[config.mk]
export PLATFORM = sky130hd
export DESIGN_NAME = hex_line_parser
export DESIGN_NICKNAME = d
export VERILOG_FILES = /design/src/rtl/hex_line_pkg.sv /design/src/rtl/hex_ascii_decode.sv /design/src/rtl/hex_line_parser.sv
export SDC_FILE = /design/constraint.sdc
export NUM_CORES = 1
export LEC_CHECK = 0
export ABC_AREA = 1
export CORE_MARGIN = 2
export CORE_UTILIZATION = 55
export CTS_CLUSTER_SIZE = 12
export DETAILED_ROUTE_END_ITERATION = 10
export PLACE_DENSITY = 0.8
export SYNTH_ARGS = -nofsm -noshare
export SYNTH_HDL_FRONTEND = slang
export SYNTH_SLANG_ARGS = --single-unit
[constraint.sdc]
create_clock -name CLK -period 1.7 [get_ports CLK]
set_input_delay 0.17 -clock CLK [delete_from_list [all_inputs] [get_ports CLK]]
set_output_delay 0.17 -clock CLK [all_outputs]
set_load 0.05 [all_outputs]
[src/rtl/hex_line_pkg.sv]
// Shared definitions for the hex line parser.
//   ASCII constants for the line syntax and the acknowledgement bytes,
//   the parser state encoding and the byte classification enum.
package hex_line_pkg;

    localparam logic [7:0] CHR_CR  = 8'h0D;
    localparam logic [7:0] CHR_LF  = 8'h0A;
    localparam logic [7:0] CHR_BS  = 8'h08;
    localparam logic [7:0] CHR_SP  = 8'h20;
    localparam logic [7:0] CHR_ACK = 8'h4B;  // 'K'
    localparam logic [7:0] CHR_NAK = 8'h3F;  // '?'

    typedef enum logic [1:0] {
        IDLE,
        ACCUM,
        ERROR
    } state_t;

    typedef enum logic [2:0] {
        HEX,
        TERM,
        BS,
        SP,
        OTHER
    } byte_class_t;

endpackage

[src/rtl/hex_ascii_decode.sv]
// Combinational ASCII byte classifier.
//   byte_in : received byte
//   nibble  : hex value of byte_in (0 when byte_in is not a hex digit)
//   cls     : byte class (HEX, TERM, BS, SP, OTHER)
module hex_ascii_decode
    import hex_line_pkg::*;
(
    input  logic [7:0]  byte_in,
    output logic [3:0]  nibble,
    output byte_class_t cls
);

    always_comb begin
        nibble = 4'd0;
        cls    = OTHER;
        if (byte_in >= 8'h30 && byte_in <= 8'h39) begin
            nibble = byte_in[3:0];
            cls    = HEX;
        end else if ((byte_in >= 8'h41 && byte_in <= 8'h46) ||
                     (byte_in >= 8'h61 && byte_in <= 8'h66)) begin
            // 'A'/'a' have low nibble 1, so +9 maps A..F onto 10..15
            nibble = byte_in[3:0] + 4'd9;
            cls    = HEX;
        end else if (byte_in == CHR_CR || byte_in == CHR_LF) begin
            cls = TERM;
        end else if (byte_in == CHR_BS) begin
            cls = BS;
        end else if (byte_in == CHR_SP) begin
            cls = SP;
        end
    end

endmodule

[src/rtl/hex_line_parser.sv]
// Hex line parser: accumulates ASCII hex digits, commits the value on CR/LF
// with a one-cycle OUT_NEW strobe and returns 'K' (commit) or '?' (discarded
// line) through a START/BUSY handshake with a one-deep pending slot.
//   CLK, RST_N        : clock, async active-low reset
//   IN_DATA, IN_VALID : received byte and its strobe
//   OUT_DATA, OUT_NEW : last committed value and commit strobe
//   ERR               : high while the current line is being discarded
//   TX_DATA, TX_START : acknowledgement byte and send strobe
//   TX_BUSY           : sender busy
//
// state | meaning
// IDLE  | no digits collected for the current line
// ACCUM | 1..DIGITS digits held in acc
// ERROR | overflow or illegal byte seen, discarding until terminator
module hex_line_parser
    import hex_line_pkg::*;
#(
    parameter int DIGITS = 4
) (
    input  logic                  CLK,
    input  logic                  RST_N,
    input  logic [7:0]            IN_DATA,
    input  logic                  IN_VALID,
    output logic [4*DIGITS-1:0]   OUT_DATA,
    output logic                  OUT_NEW,
    output logic                  ERR,
    output logic [7:0]            TX_DATA,
    output logic                  TX_START,
    input  logic                  TX_BUSY
);

    localparam int W  = 4 * DIGITS;
    localparam int CW = $clog2(DIGITS + 1);
    localparam logic [CW-1:0] CNT_MAX = CW'(DIGITS);

    state_t          state_q, state_d;
    logic [W-1:0]    acc_q, acc_d;
    logic [CW-1:0]   cnt_q, cnt_d;
    logic [W-1:0]    out_data_q, out_data_d;
    logic            out_new_q, out_new_d;
    logic [7:0]      tx_data_q, tx_data_d;
    logic            tx_start_q, tx_start_d;
    logic            pend_valid_q, pend_valid_d;
    logic [7:0]      pend_byte_q, pend_byte_d;
    logic            holdoff_q, holdoff_d;

    logic [3:0]      nibble;
    byte_class_t     cls;
    logic            rsp_valid;
    logic [7:0]      rsp_byte;
    logic            can_send;

    hex_ascii_decode u_decode (
        .byte_in (IN_DATA),
        .nibble  (nibble),
        .cls     (cls)
    );

    always_comb begin
        state_d    = state_q;
        acc_d      = acc_q;
        cnt_d      = cnt_q;
        out_data_d = out_data_q;
        out_new_d  = 1'b0;
        rsp_valid  = 1'b0;
        rsp_byte   = CHR_ACK;
        if (IN_VALID) begin
            case (state_q)
                IDLE: begin
                    if (cls == HEX) begin
                        acc_d   = {{(W-4){1'b0}}, nibble};
                        cnt_d   = CW'(1);
                        state_d = ACCUM;
                    end else if (cls == OTHER) begin
                        state_d = ERROR;
                    end
                end
                ACCUM: begin
                    case (cls)
                        HEX: begin
                            if (cnt_q == CNT_MAX) begin
                                state_d = ERROR;
                            end else begin
                                acc_d = {acc_q[W-5:0], nibble};
                                cnt_d = cnt_q + CW'(1);
                            end
                        end
                        BS: begin
                            acc_d = {4'd0, acc_q[W-1:4]};
                            cnt_d = cnt_q - CW'(1);
                            if (cnt_q == CW'(1)) state_d = IDLE;
                        end
                        TERM: begin
                            out_data_d = acc_q;
                            out_new_d  = 1'b1;
                            rsp_valid  = 1'b1;
                            rsp_byte   = CHR_ACK;
                            acc_d      = '0;
                            cnt_d      = '0;
                            state_d    = IDLE;
                        end
                        OTHER:   state_d = ERROR;
                        default: ;
                    endcase
                end
                ERROR: begin
                    if (cls == TERM) begin
                        rsp_valid = 1'b1;
                        rsp_byte  = CHR_NAK;
                        acc_d     = '0;
                        cnt_d     = '0;
                        state_d   = IDLE;
                    end
                end
                default: state_d = IDLE;
            endcase
        end
    end

    // A pending byte always goes out before a fresh one; a fresh byte that
    // cannot go out replaces whatever the slot holds.
    always_comb begin
        can_send     = !TX_BUSY && !holdoff_q;
        tx_start_d   = 1'b0;
        tx_data_d    = tx_data_q;
        pend_valid_d = pend_valid_q;
        pend_byte_d  = pend_byte_q;
        if (can_send && pend_valid_q) begin
            tx_start_d   = 1'b1;
            tx_data_d    = pend_byte_q;
            pend_valid_d = rsp_valid;
            if (rsp_valid) pend_byte_d = rsp_byte;
        end else if (can_send && rsp_valid) begin
            tx_start_d = 1'b1;
            tx_data_d  = rsp_byte;
        end else if (rsp_valid) begin
            pend_valid_d = 1'b1;
            pend_byte_d  = rsp_byte;
        end
        // Sender raises BUSY one cycle after START, so skip that cycle.
        holdoff_d = tx_start_d;
    end

    always_ff @(posedge CLK or negedge RST_N) begin
        if (!RST_N) begin
            state_q      <= IDLE;
            acc_q        <= '0;
            cnt_q        <= '0;
            out_data_q   <= '0;
            out_new_q    <= 1'b0;
            tx_data_q    <= 8'h00;
            tx_start_q   <= 1'b0;
            pend_valid_q <= 1'b0;
            pend_byte_q  <= 8'h00;
            holdoff_q    <= 1'b0;
        end else begin
            state_q      <= state_d;
            acc_q        <= acc_d;
            cnt_q        <= cnt_d;
            out_data_q   <= out_data_d;
            out_new_q    <= out_new_d;
            tx_data_q    <= tx_data_d;
            tx_start_q   <= tx_start_d;
            pend_valid_q <= pend_valid_d;
            pend_byte_q  <= pend_byte_d;
            holdoff_q    <= holdoff_d;
        end
    end

    assign OUT_DATA = out_data_q;
    assign OUT_NEW  = out_new_q;
    assign ERR      = (state_q == ERROR);
    assign TX_DATA  = tx_data_q;
    assign TX_START = tx_start_q;

endmodule

# Word-level counts from Yosys, hierarchy flattened
# Index checks and enable logic that the tools add are counted.
[classes] n_lt_le_gt_ge=6 n_reduce_logical=20 div=0 shifts=0 eq_ne=20 addsub=3 bitwise=0 multipliers=0 n_mux=42
[ops] operator="one-hot mux 16 bit (3 select lines)" count=2
[ops] operator="2-to-1 mux 16 bit" count=3
[ops] operator="2-to-1 mux 8 bit" count=5
[ops] operator="equality test 8 x 4 -> 1 bit (second input constant)" count=3
[ops] operator="2-to-1 mux 3 bit" count=8
[ops] operator="2-to-1 mux 7 bit" count=3
[ops] operator="one-hot mux 3 bit (3 select lines)" count=2
[ops] operator="greater-or-equal comparator 8 x 7 -> 1 bit (second input constant)" count=2
[ops] operator="<= comparator 8 x 7 -> 1 bit (second input constant)" count=2
[ops] operator="inequality test 3 bit (second input constant)" count=4
[ops] operator="AND reduction 6 bit" count=2
[ops] operator="2-to-1 mux 1 bit" count=10
[ops] operator="2-to-1 mux 2 bit" count=5
[ops] operator="equality test 8 x 6 -> 1 bit (second input constant)" count=1
[ops] operator="greater-or-equal comparator 8 x 6 -> 1 bit (second input constant)" count=1
[ops] operator="<= comparator 8 x 6 -> 1 bit (second input constant)" count=1
[ops] operator="2-to-1 mux 4 bit" count=2
[ops] operator="one-hot mux 2 bit (4 select lines)" count=1
[ops] operator="equality test 3 x 1 -> 1 bit (second input constant)" count=2
[ops] operator="equality test 3 bit (second input constant)" count=2
[ops] operator="logical AND 1 bit" count=6
[ops] operator="one-hot mux 2 bit (3 select lines)" count=1
[ops] operator="inequality test 5 bit (second input constant)" count=1
[ops] operator="adder 4 bit (second input constant)" count=1
[ops] operator="other kinds (17)" count=21
[word_totals] ram_bits=0 mem_count=0 output_inout_bits=27 input_bits=12 latch_bits=0 elab_cells=100 mem_bits_ro=0 reg_bits=56

# Depth between registers and ports, before layout
[depth] word_depth=13 mapped_depth=13 mapped_depth_nobuf=12

# By module
# A second synthesis with hierarchy kept.
[hier_totals] cells_unflattened=357 area_unflattened_um2=2640.0
[by_module_without_submodules] module="hex_line_parser" cells_each=305 n_inst=1 seq_area_each_um2=1151.1 area_each_um2=2354.8
[by_module_without_submodules] module="hex_ascii_decode" cells_each=52 n_inst=1 seq_area_each_um2=0.0 area_each_um2=285.3

# Worst setup path before layout
# Ideal clock, no wire load.
[synth_path] path_kind="flip-flop to flip-flop" start="reg state_q[0]" end="reg acc_q[7]" period_less_slack_ns=1.799 stages_incl_launch_ff=12 arrival_time_ns=1.683 n_path_buf=1 setup_ns=0.116 path_slack_ns=-0.099 t_required_ns=1.584 cell_sequence="dfrtp_1 inv_1 ha_1 inv_1 nand2_1 nand2_2 nand3_1 nor2_2 nand2_4 buf_6 nand2_1 nand2_1"
[synth_between] elab_chain_len=3 elab_cells_between_ends=10 cone_classes="6 x eq/ne; 1 x mux; 3 x reduce/logical"
[synth_lines] element="start, declared" line_no="hex_line_parser.sv:36" rtl="state_t state_q, state_d;"
[synth_lines] element="start signal, assigned" line_no="hex_line_parser.sv:157" rtl="state_q <= state_d;"
[synth_lines] element="equality test 2 bit *"
[synth_lines] element="via ERR" line_no="hex_line_parser.sv:26" rtl="output logic ERR,"
[synth_lines] element="inequality test 2 x 1 -> 1 bit (no line) / nonzero test 3 bit (equally long branches)"
[synth_lines] element="AND reduction 6 bit (no line)"
[synth_lines] element="end signal, assigned" line_no="hex_line_parser.sv:147" rtl="acc_q <= '0;"
[synth_lines] element="end signal, assigned" line_no="hex_line_parser.sv:158" rtl="acc_q <= acc_d;"
[synth_lines] element="end, declared" line_no="hex_line_parser.sv:37" rtl="logic [W-1:0] acc_q, acc_d;"
# The timed path passes the listed nets; every way through them passes the cells marked *.
# A chain may end at the register's enable or synchronous reset.

# Final worst setup path
[layout_path] start="reg out_data_q[7], in the netlist OUT_DATA[7]" end="out OUT_DATA[7]"
[layout_lines] element="start, declared" line_no="hex_line_parser.sv:39" rtl="logic [W-1:0] out_data_q, out_data_d;"
[layout_lines] element="start signal, assigned" line_no="hex_line_parser.sv:160" rtl="out_data_q <= out_data_d;"
[layout_lines] element="end, declared" line_no="hex_line_parser.sv:24" rtl="output logic [4*DIGITS-1:0] OUT_DATA,"
# No word-level cell between the ends.

==> impl_metrics.ini <==
[detailed_routing]
wl_per_cell_microns = 13.8
via_per_inst = 5.27
ant_nets = 0
drt_iter0_markers = 214
dr.pass1.iters = 6
vias = 2711
drc = 0
wl_microns = 7090

[floorplanning]
dieArea_sq_um = 5540
core_sq_um = 4750
num_rows = 25
die_x_microns = 74.4
io_pins = 39
die_h_microns = 74.4
initial_core_util_pct = 57.4

[synth]
yosys.area_share.adder_pct = 5.96
yosys.cell_types.count = 34
syn_area_sq_um = 2730
synth_edf_count = 0
netlist.area_leader.share_pct = 42.2
netlist_instances = 364
synth-xor-area-share_pct = 0.642
synth_compound_area_share_pct = 5.28
seq_area_frac_synth_pct = 42.2
yosysWarnings = 0
synth_area_leaders = dfrtp_1, nand2_1, ha_1, inv_1, nand3_1
synth_top_cell_by_area = dfrtp_1
synth_top_flop_cell = dfrtp_1
async_reset_ff_share_pct = 100
synth_top_family_by_area = simple AND/OR/NAND/NOR gates
yosys.area_share.simple_pct = 38.3
synth.area.mux_share_pct = 0
synth_seq_cells = 46
syn-num-nets = 389
syn_area_per_cell_sq_um = 7.49

[run]
maxCapViolations = 0

[sta]
slew_headroom_pct = 66.7
hold_violations = 0
fmax_mhz = 612
finClkSkew_ns = 0.0143
finalSetupViolCount = 0
period_share_pct = 96.2
slew_viol_final = 0
finalCriticalPeriod_ns = 1.64
tightest_slew_ns = 0.498

[place]
dp.cells = 486
port_buffers = 37
finalWeightedCongestion = 0.985
dpl.hpwl_microns = 4320
place_area_sq_um = 3340

[setup_path]
cp.required_ns = 1.53
crit_fanout = 2
critPathArrivalTime_ns = 1.47
ff2ff_setup_slack_ns = 0.07
end_kind = output port
critPathKind = flop to output port
crit_chain = clkdlybuf4s50_1
max_stage_delay_ns = 0.80
critPathLaunchType = flop
worst-path-buf-inv = 1
crit_family = buffers and inverters
crit_slowest_cell = clkdlybuf4s50_1

[clock_network]
cts_made_buffers = 5
clk_pin_slew_ns = 0.09
cts.sinks = 46
h-tree-depth = 2
cts_root_buf = clkbuf_8
cts_buffer_depth = 2
clock_latency_ns = 0.30
cts_tree = built

[cells_and_area]
drive_gt1_share_pct = 26.2
fillers = 320
stdcell_count = 514
num-nets-final = 471
design_area_sq_um = 3780
final_common_cell = nand2_1
final_cell_mix = nand2_1, dfrtp_1, buf_4
num_antenna_cells = 0
syn_to_final_growth_pct = 38.8

[global_routing]
antenna_found_initial = 0
grt_pass1_vias = 2414
grt_pass1_wl_microns = 11200
grt_max_degree = 29
grt-ovfl-total = 0
grt_use_total_pct = 26.3

[outcome]
status = finished clean

[power_and_ir_drop]
p_per_area_nw_per_um2 = 871
leakage_nw = 2.00
ir_worst_vdd_mv = 0.423

[hold_path]
hold_path_class = input port to asynchronous set/reset pin
## timing repair
action / in CTS / in global routing
endpoints found under the hold margin: 18 / 0
gates cloned: 4 / 0
hold buffers: 1 / 0
pin swaps: 10 / 10
resized for setup: 23 / 31
setup endpoints to repair: 21 / 24
setup buffers: 8 / 7
## cell families after synthesis
family / after synthesis
AOI/OAI and AO/OA: 25
DFF: 46
xor gates and xnor gates: 2
other: 1
adders and majority gates: 13
and+or+nand+nor: 232
buffers and inverters: 45
## area by class of cell
| class | count | area (sq um) | share of cell area (%) |
|---|---|---|---|
| well taps | 67 | 83.8 | 2.21 |
| repair buffers | 84 | 767 | 20.3 |
| inverters | 33 | 126 | 3.34 |
| clock buffers | 5 | 68.8 | 1.82 |
| flip-flops and latches | 46 | 1150 | 30.4 |
| clock inverters | 3 | 43.8 | 1.16 |
| multi-input cells | 276 | 1540 | 40.8 |
## power breakdown
part | total, mW | leakage, nW | internal [mW] | switching (mW)
Clock | 0.819 | 0.0585 | 0.441 | 0.378
Combinational | 1.25 | 1.31 | 0.508 | 0.742
Sequential | 1.23 | 0.628 | 1.16 | 0.0662
## per-stage QoR
step                      TNS (ns)  hold slack, ns  setup WS [ns]  total power, mW  utilization [%]
final                            0           0.353         0.0649             3.30             79.6
after global routing       -0.0146           0.388        -0.0112             3.46             79.6
after CTS                        0           0.360        0.00760             3.16             76.7
after detailed placement    -15.06           0.155         -0.509             2.18             70.2
after global placement      -11.85           0.160         -0.418             2.17             70.2
after floorplan                  0          -0.126         0.0525             1.90                -
## state kept, by name, indices dropped and copies added, names as in the netlist
signal,flops
OUT_DATA,16
OUT_NEW,1
TX_DATA,3
acc_q,16
cnt_q,3
holdoff_q,1
pend_byte_q,3
pend_valid_q,1
state_q,2
## metal layers
metal  wire (microns)  GRT usage [%]  up-vias  share of wire (%)
li1                 -              -     1303                  -
met1             2820           35.2     1241                 40
met2             3580           43.2      140                 51
met3              496           3.52       27                7.0
met4              186           11.1        0                2.6
met5                0              0        -                  0
## synth_stat cells, types with 2 or more instances
master and count:
dfrtp_1 46, buf_6 2, ha_1 13, nor2_2 2, nor2_4 4, nand2_4 4, buf_2 2, inv_2 2
nand3_2 4, a21oi_1 6, nand4_1 5, inv_1 31, o21ai_1 5, clkbuf_1 3, nand2_1 158, buf_4 5
o21ai_0 7, nand3_1 23, nor2_1 23, nand2_2 5
## worst paths after layout
kind | from | end | depth (start not counted)
max | OUT_DATA[7]$_DFFE_PN0P_ | OUT_DATA[7] | 1
max reg2reg | state_q[1]$_DFFE_PN0P_ | acc_q[8]$_DFFE_PN0P_ | 9
max in group asynchronous | RST_N | acc_q[0]$_DFFE_PN0P_ | 3
min reg2reg | OUT_DATA[1]$_DFFE_PN0P_ | OUT_DATA[1]$_DFFE_PN0P_ | 2
min in group CLK | OUT_DATA[1]$_DFFE_PN0P_ | OUT_DATA[1]$_DFFE_PN0P_ | 2
min | RST_N | state_q[1]$_DFFE_PN0P_ | 2
(Power assumes the default switching activity.)
